===== src/rtl/morse_encoder_param.sv =====
// Parametrised Morse letter encoder: A-Z onto a single serial line with
// configurable dot/dash/gap lengths and a start/busy/done/err handshake.
module morse_encoder_param #(
    parameter int unsigned TICK_DIV         = 25000000,
    parameter int unsigned DASH_UNITS       = 3,
    parameter int unsigned GAP_UNITS        = 1,
    parameter int unsigned LETTER_GAP_UNITS = 3
) (
    input  logic       CLOCK_50,
    input  logic       resetn,
    input  logic       start,
    input  logic [4:0] letter,
    input  logic       abort,
    output logic       morse,
    output logic       busy,
    output logic       done,
    output logic       err,
    output logic [2:0] sym_left
);

    localparam int unsigned TW   = (TICK_DIV > 1) ? $clog2(TICK_DIV) : 1;
    localparam int unsigned MAXU = (DASH_UNITS > GAP_UNITS)
                                 ? ((DASH_UNITS > LETTER_GAP_UNITS) ? DASH_UNITS : LETTER_GAP_UNITS)
                                 : ((GAP_UNITS > LETTER_GAP_UNITS) ? GAP_UNITS : LETTER_GAP_UNITS);
    localparam int unsigned UW   = (MAXU > 1) ? $clog2(MAXU) : 1;

    typedef enum logic [1:0] {IDLE, MARK, GAP, TAIL} state_t;

    state_t        state_q, state_d;
    logic [TW-1:0] tick_q, tick_d;
    logic [UW-1:0] unit_q, unit_d;
    logic [3:0]    pat_q, pat_d;
    logic [2:0]    sym_d;
    logic          done_d, err_d;
    logic [UW-1:0] unit_last;
    logic          tick_wrap, phase_end;
    logic [6:0]    lut_val;

    // {length, left-aligned pattern}; 1 = dash, MSB sent first
    function automatic logic [6:0] lut(input logic [4:0] l);
        case (l)
            5'd0:    lut = {3'd2, 4'b0100};
            5'd1:    lut = {3'd4, 4'b1000};
            5'd2:    lut = {3'd4, 4'b1010};
            5'd3:    lut = {3'd3, 4'b1000};
            5'd4:    lut = {3'd1, 4'b0000};
            5'd5:    lut = {3'd4, 4'b0010};
            5'd6:    lut = {3'd3, 4'b1100};
            5'd7:    lut = {3'd4, 4'b0000};
            5'd8:    lut = {3'd2, 4'b0000};
            5'd9:    lut = {3'd4, 4'b0111};
            5'd10:   lut = {3'd3, 4'b1010};
            5'd11:   lut = {3'd4, 4'b0100};
            5'd12:   lut = {3'd2, 4'b1100};
            5'd13:   lut = {3'd2, 4'b1000};
            5'd14:   lut = {3'd3, 4'b1110};
            5'd15:   lut = {3'd4, 4'b0110};
            5'd16:   lut = {3'd4, 4'b1101};
            5'd17:   lut = {3'd3, 4'b0100};
            5'd18:   lut = {3'd3, 4'b0000};
            5'd19:   lut = {3'd1, 4'b1000};
            5'd20:   lut = {3'd3, 4'b0010};
            5'd21:   lut = {3'd4, 4'b0001};
            5'd22:   lut = {3'd3, 4'b0110};
            5'd23:   lut = {3'd4, 4'b1001};
            5'd24:   lut = {3'd4, 4'b1011};
            5'd25:   lut = {3'd4, 4'b1100};
            default: lut = 7'd0;
        endcase
    endfunction

    assign lut_val   = lut(letter);
    assign tick_wrap = (tick_q == TW'(TICK_DIV - 1));
    assign phase_end = tick_wrap && (unit_q == unit_last);

    // Last unit index of the current phase
    always_comb begin
        unit_last = '0;
        case (state_q)
            MARK:    unit_last = pat_q[3] ? UW'(DASH_UNITS - 1) : '0;
            GAP:     unit_last = UW'(GAP_UNITS - 1);
            TAIL:    unit_last = UW'(LETTER_GAP_UNITS - 1);
            default: unit_last = '0;
        endcase
    end

    // Next state, latched letter and output values
    always_comb begin
        state_d = state_q;
        pat_d   = pat_q;
        sym_d   = sym_left;
        done_d  = 1'b0;
        err_d   = 1'b0;
        tick_d  = '0;
        unit_d  = '0;
        case (state_q)
            IDLE: begin
                if (start && !abort) begin
                    if (letter <= 5'd25) begin
                        pat_d   = lut_val[3:0];
                        sym_d   = lut_val[6:4];
                        state_d = MARK;
                    end else begin
                        err_d = 1'b1;
                    end
                end
            end
            MARK: begin
                if (abort) begin
                    state_d = IDLE;
                    sym_d   = 3'd0;
                end else if (phase_end) begin
                    pat_d   = {pat_q[2:0], 1'b0};
                    sym_d   = sym_left - 3'd1;
                    state_d = (sym_left == 3'd1) ? TAIL : GAP;
                end
            end
            GAP: begin
                if (abort) begin
                    state_d = IDLE;
                    sym_d   = 3'd0;
                end else if (phase_end) begin
                    state_d = MARK;
                end
            end
            TAIL: begin
                if (abort) begin
                    state_d = IDLE;
                    sym_d   = 3'd0;
                end else if (phase_end) begin
                    state_d = IDLE;
                    done_d  = 1'b1;
                end
            end
            default: state_d = IDLE;
        endcase
        // Counters restart on every state change and rest at zero in IDLE
        if (state_d != state_q || state_d == IDLE) begin
            tick_d = '0;
            unit_d = '0;
        end else if (tick_wrap) begin
            tick_d = '0;
            unit_d = unit_q + UW'(1);
        end else begin
            tick_d = tick_q + TW'(1);
            unit_d = unit_q;
        end
    end

    always_ff @(posedge CLOCK_50 or negedge resetn) begin
        if (!resetn) begin
            state_q  <= IDLE;
            tick_q   <= '0;
            unit_q   <= '0;
            pat_q    <= '0;
            sym_left <= 3'd0;
            morse    <= 1'b0;
            busy     <= 1'b0;
            done     <= 1'b0;
            err      <= 1'b0;
        end else begin
            state_q  <= state_d;
            tick_q   <= tick_d;
            unit_q   <= unit_d;
            pat_q    <= pat_d;
            sym_left <= sym_d;
            morse    <= (state_d == MARK);
            busy     <= (state_d != IDLE);
            done     <= done_d;
            err      <= err_d;
        end
    end

endmodule


===== config.mk =====
export PLATFORM = sky130hd
export DESIGN_NAME = morse_encoder_param
export DESIGN_NICKNAME = d
export VERILOG_FILES = /design/src/rtl/morse_encoder_param.sv
export SDC_FILE = /design/constraint.sdc
export NUM_CORES = 1
export LEC_CHECK = 0
export ABC_AREA = 1
export CAP_MARGIN = 10
export CORE_UTILIZATION = 54
export DETAILED_ROUTE_END_ITERATION = 16
export PLACE_DENSITY_LB_ADDON = 0.08
export REMOVE_ABC_BUFFERS = 1
export SYNTH_ARGS = -nofsm -noshare
export SYNTH_HDL_FRONTEND = slang
export SYNTH_SLANG_ARGS = --single-unit

===== constraint.sdc =====
create_clock -name CLOCK_50 -period 2.1 [get_ports CLOCK_50]
set_input_delay 0.42 -clock CLOCK_50 [delete_from_list [all_inputs] [get_ports CLOCK_50]]
set_output_delay 0.42 -clock CLOCK_50 [all_outputs]
set_load 0.005 [all_outputs]

==> Yosys cells after proc, flatten, opt, wreduce, memory -nomap -nowiden <==
Memory sizes are Yosys's and may differ from the RTL's.
Index checks and enable logic that the tools add are counted.
{ "totals": {"regBits": 40, "out_inout_bits": 7, "n_memories": 1, "inputBits": 9, "rom_bits": 224, "word_cells": 73} }
{ "mem_list": {"columns": ["memory", "words", "word_bits", "read_ports", "rd_clocked_by_memory_dff", "write_ports", "line_no", "text"], "rows": [
  ["(no name shown)", 32, 7, 1, 0, 0, "41", "case (l)"]
]} }
{ "classes": {"n_eq_ne": 14, "n_reduce_logical": 12, "add_sub_neg": 3, "mux": 33, "magnitude_cmp": 1} }
{ "op_table": {"columns": ["operator", "count"], "rows": [
  ["two-way mux 25 bit", 2],
  ["adder 25 x 1 -> 25 bit (second input constant)", 1],
  ["equality test 25 bit (second input constant)", 1],
  ["two-way mux 2 bit", 11],
  ["two-way mux 4 bit", 4],
  ["two-way mux 3 bit", 5],
  ["case mux 3 bit (3 select lines)", 1],
  ["inequality test 2 bit (second input constant)", 4],
  ["case mux 2 bit (4 select lines)", 1],
  ["case mux 4 bit (2 select lines)", 1],
  ["two-way mux 1 bit", 7],
  ["nonzero test 2 bit", 3],
  ["less-or-equal comparator 5 bit (second input constant)", 1],
  ["AND reduction 5 bit", 1],
  ["equality test 2 x 1 -> 1 bit (second input constant)", 2],
  ["equality test 2 bit (second input constant)", 2],
  ["zero test 2 bit", 2],
  ["case mux 2 bit (2 select lines)", 1],
  ["AND reduction 4 bit", 1],
  ["equality test 3 x 1 -> 1 bit (second input constant)", 1],
  ["inequality test 3 bit (second input constant)", 1],
  ["subtractor 3 x 1 -> 3 bit (second input constant)", 1],
  ["adder 2 x 1 -> 2 bit (second input constant)", 1],
  ["equality test 2 bit", 1],
  ["other kinds (6)", 7]
]} }

==> Longest topological paths before layout <==
{ "logic_depth": {"ltp_word": 10, "depth_mapped": 15, "depth_no_buf": 13} }

==> Worst setup path before layout <==
Ideal clock, no wire load.
{ "synth_timing": {"path_type": "register -> register", "from": "register tick_q[0]", "to": "register tick_q[5]", "period_less_slack_ns": 1.965, "arrival_time_ns": 1.840, "path_slack_ns": 0.135, "required_time_ns": 1.975, "n_path_buf": 1, "stages_incl_launch_ff": 14, "cell_sequence": "dfrtp_1 -> ha_1 -> nand3_2 -> nor2_4 -> nand3_2 -> nor2_4 -> nand4_1 -> nand3_2 -> nand2_2 -> nand2_1 -> nand2_2 -> nand2_4 -> buf_12 -> nor2_4"} }
{ "synth_between": {"elab_chain_cells": 8} }
{ "synth_lines": {"columns": ["item", "line_no", "text"], "rows": [
  ["start, declared", "30", "logic [TW-1:0] tick_q, tick_d;"],
  ["start signal, assigned", "163", "tick_q <= tick_d;"],
  ["equality test 25 bit", "73", "assign tick_wrap = (tick_q == TW'(TICK_DIV - 1));"],
  ["logical AND 1 bit", "74", "assign phase_end = tick_wrap && (unit_q == unit_last);"],
  ["two-way mux 2 bit, on equally long branches", "130, 112, 122", null],
  ["two-way mux 2 bit, on equally long branches", "127, 109, 119", null],
  ["case mux 2 bit (4 select lines)", "96", "case (state_q)"],
  ["inequality test 2 bit or zero test 2 bit (tied branches)", "138", "if (state_d != state_q || state_d == IDLE) begin"],
  ["logical OR 1 bit", "138", null],
  ["two-way mux 25 bit *", "138", null],
  ["net tick_d[5]", "30", null]
]} }
Mark *: on every way through the listed nets, which the timed path passes. The rest lies on a longest branch.
A chain may end at the register's enable or synchronous reset.

==> Worst setup path after layout <==
{ "layout_timing": {"from": "register tick_q[0]", "to": "register tick_q[13]"} }
{ "layout_between": {"elab_chain_cells": 8} }
{ "layout_lines": {"columns": ["item", "line_no", "text"], "rows": [
  ["equality test 25 bit *", "73", null],
  ["logical AND 1 bit *", "74", null],
  ["two-way mux 2 bit, on equally long branches", "130, 112, 122", null],
  ["two-way mux 2 bit, on equally long branches", "127, 109, 119", null],
  ["case mux 2 bit (4 select lines) *", "96", null],
  ["net state_d[1]", "29", "state_t state_q, state_d;"],
  ["inequality test 2 bit or zero test 2 bit (tied branches)", "138", null],
  ["logical OR 1 bit *", "138", null],
  ["two-way mux 25 bit *", "138", null],
  ["net tick_d[13]", "30", null]
]} }
Marked as above.

==> results.json <==
{
  "cpPeakStageDelay_ns": 0.37,
  "worst-path-buf-inv": 2,
  "worst-setup-path-type": "reg2reg",
  "leakagePower_uw": 0.00153,
  "htree_levels": 2,
  "dpl_worst_slack_ns": -0.503,
  "netlist_instances": 374,
  "cts_max_path_buffers": 2,
  "rsz0062_at_grt": "true",
  "swShare_pct": 37.3,
  "power_uw": 2530,
  "switching_power_uw": 944,
  "reg2reg_to": "tick_q[13]",
  "rows": 26,
  "grt_usage_pct": 25.8,
  "synth-edff-count": 0,
  "wirelength_um": 6620,
  "syn_to_final_growth_pct": 25.3,
  "rrSetupSlack_ns": 0.08,
  "coreArea_um2": 5140,
  "maxSlewHeadroom_pct": 63.8,
  "numPortBuffers": 15,
  "start_util_pct": 56.1,
  "crit_start": "tick_q[0]",
  "combinationalPowerShare_pct": 42.1,
  "synth.distinct_cells": 41,
  "ant_nets": 0,
  "p_clk_share_pct": 21.4,
  "cts.clk_slew.worst_paths_ns": 0.08,
  "place_congestion": 0.953,
  "dr.pass1.iters": 4,
  "grt_max_degree": 41,
  "reg2reg_depth": 13,
  "grt_pass1_vias": 2574,
  "wire_per_inst_um": 13.1,
  "fin_ws_ns": 0.0798,
  "die-area_um2": 5640,
  "nets": 453,
  "grt_pass1_wl_um": 11000,
  "cp-start-kind": "flip-flop",
  "synth_ff_type": "dfrtp_1",
  "hold_path.class": "in2async",
  "peakVddDrop_v": 0.000643,
  "dpl.hpwl_um": 5140,
  "cp_data_arrival_time_ns": 2.19,
  "drtIter0Drc": 140,
  "path_max_fanout": 8,
  "hold_viol_final": 0,
  "ios": 16,
  "cts_tree": "built",
  "cp.required_ns": 2.27,
  "fin_crit_sh_pct": 96.2,
  "p_int_uw": 1590,
  "clkLatencyLatePin_ns": 0.29,
  "avgSynthCellArea_um2": 7.71,
  "path_common_cell": "nor2_4",
  "antenna_found_initial": 0,
  "vias": 2633,
  "grt_overflow": 0,
  "endpoint": "tick_q[13]",
  "cts.sinks": 40,
  "path_delay_family": "simple AND/OR/NAND/NOR gates",
  "drc_errors": 0,
  "worstReg2RegStart": "tick_q[0]",
  "power_density_nw_per_um2": 700,
  "ys_seq_area_share_pct": 34.7,
  "pwr-share-seq_pct": 36.6,
  "crit_chain": "ha_2 > nand3_4 > nor2_4 > nand3_2 > nor2_4 > nand2_4 > nand3_1 > o21ai_4 > inv_2 > a21oi_4 > nand2_4 > buf_12 > nor2_4",
  "finClkSkew_ns": 0.00868,
  "ys_warn_count": 0,
  "finalSetupViolCount": 0,
  "end_kind": "flip-flop",
  "run_status": "finished clean",
  "fmax_mhz": 495,
  "fin_crit_ns": 2.02,
  "drv_cap": 0,
  "slew_viol_final": 0,
  "synth_area_um2": 2890,
  "drive_gt1_share_pct": 24.5,
  "diodes": 0,
  "critPathSlowestCell": "dfrtp_1",
  "ys_ff_latch": 40,
  "clock-root-buffer": "clkbuf_8",
  "die_h_um": 75.1,
  "tightest_slew_ns": 0.543,
  "synthArstFlopShare_pct": 100,
  "die-width_um": 75.1,
  "path_depth": 13,
  "vias_per_cell": 5.20,
  "cts_buffers": 5
}
==> worst min path at each step <==
stage	startpoint	cells past startpoint	slack [ns]	end
6_report	resetn	2	0.07	tick_q[1]
4_1_cts	resetn	2	0.08	tick_q[21]
5_1_grt	resetn	2	0.09	tick_q[1]
2_1_floorplan	resetn	0	0.12	busy
3_5_place_dp	resetn	2	0.41	tick_q[0]
3_3_place_gp	resetn	2	0.40	tick_q[1]
==> area by class of cell <==
cell class,count,area (um2)
multi-input cells,285,1740
inverters,43,161
well taps,70,87.6
clock buffers,7,86.3
flip-flops and latches,40,1000
clock inverters,1,7.51
fillers,449,1520
repair buffers,60,534
==> power by group through the flow <==
| stage | sequential [uW] | clock [uW] | combinational (uW) |
|---|---|---|---|
| 2_1_floorplan | 939 | 0 | 544 |
| 3_3_place_gp | 935 | 0 | 978 |
| 3_5_place_dp | 941 | 0 | 997 |
| 4_1_cts | 925 | 564 | 1020 |
| 5_1_grt | 938 | 601 | 1170 |
| 6_report | 926 | 542 | 1070 |
==> state kept, by name (all words and copies together), names as in the netlist <==
signal    flops
morse         1
err           1
sym_left      3
pat_q         4
tick_q       25
unit_q        2
done          1
state_q       2
busy          1
==> cells in the final DEF (no fill, tap or decap), types with 8 or more instances in the layout <==
cell and instances:
xor2_1 10, buf_4 41, clkdlybuf4s50_1 12, nor3_1 14, nand4_1 9, nor2_1 35, ha_1 8, inv_1 38
dfrtp_1 40, nand3_1 26, a21oi_1 8, nor2_4 25, o21ai_0 19, nand2_1 78
==> metal layers <==
| metal | global-route usage [%] | vias to the layer above | share of wire, % |
|---|---|---|---|
| met2 | 48.9 | 56 | 51 |
| met3 | 4.02 | 12 | 2.9 |
| met5 | 0 | - | 0 |
| met4 | 10.1 | 0 | 2.5 |
| met1 | 28.6 | 1218 | 43 |
| li1 | - | 1347 | - |
==> logic make-up (layout without fill, tap and decap cells) <==
kind of cell / count (synthesis) / in the layout / synth area share, %
simple gates: 212 / 212 / 38.5
compound gates: 51 / 51 / 11.2
buf+inv: 49 / 111 / 7.76
flops: 40 / 40 / 34.7
xor+xnor: 13 / 13 / 3.95
fa+ha+maj: 9 / 9 / 3.90
==> per-stage QoR <==
step	TNS, ns	utilization (%)	std cells	hold slack, ns	cell area (um2)
2_1_floorplan	-0.567	-	368	0.124	2820
3_3_place_gp	-12.45	66.7	496	0.405	3430
3_5_place_dp	-15.95	66.7	496	0.406	3430
4_1_cts	-0.00706	69.0	505	0.0822	3550
5_1_grt	-0.137	70.4	506	0.0886	3620
6_report	0	70.4	506	0.0728	3620
==> Yosys cell counts, drive strengths merged, types with 2 or more instances <==
library cell,instances,area share [%]
or2,6,1.3
nand2,84,12
dfrtp,40,35
clkinv,2,0.26
nand3,30,5.9
clkbuf,3,0.39
o211ai,5,1.3
a21oi,9,2.0
nor4,2,0.43
buf,3,1.8
xnor2,3,0.91
nand4,9,2.0
inv,41,5.3
ha,9,3.9
o21ai,26,4.9
nor3,15,2.6
o21bai,2,0.52
nor2,64,14
xor2,10,3.0
==> timing repair <==
| action | CTS | global route |
|---|---|---|
| hold buffers | 0 | 0 |
| endpoints found under the setup margin | 33 | 31 |
| gates resized for setup | 6 | 20 |
| pin swaps | 2 | 8 |
| cloned | 0 | 0 |
| setup buffers | 1 | 1 |
(Power assumes the default switching activity.)
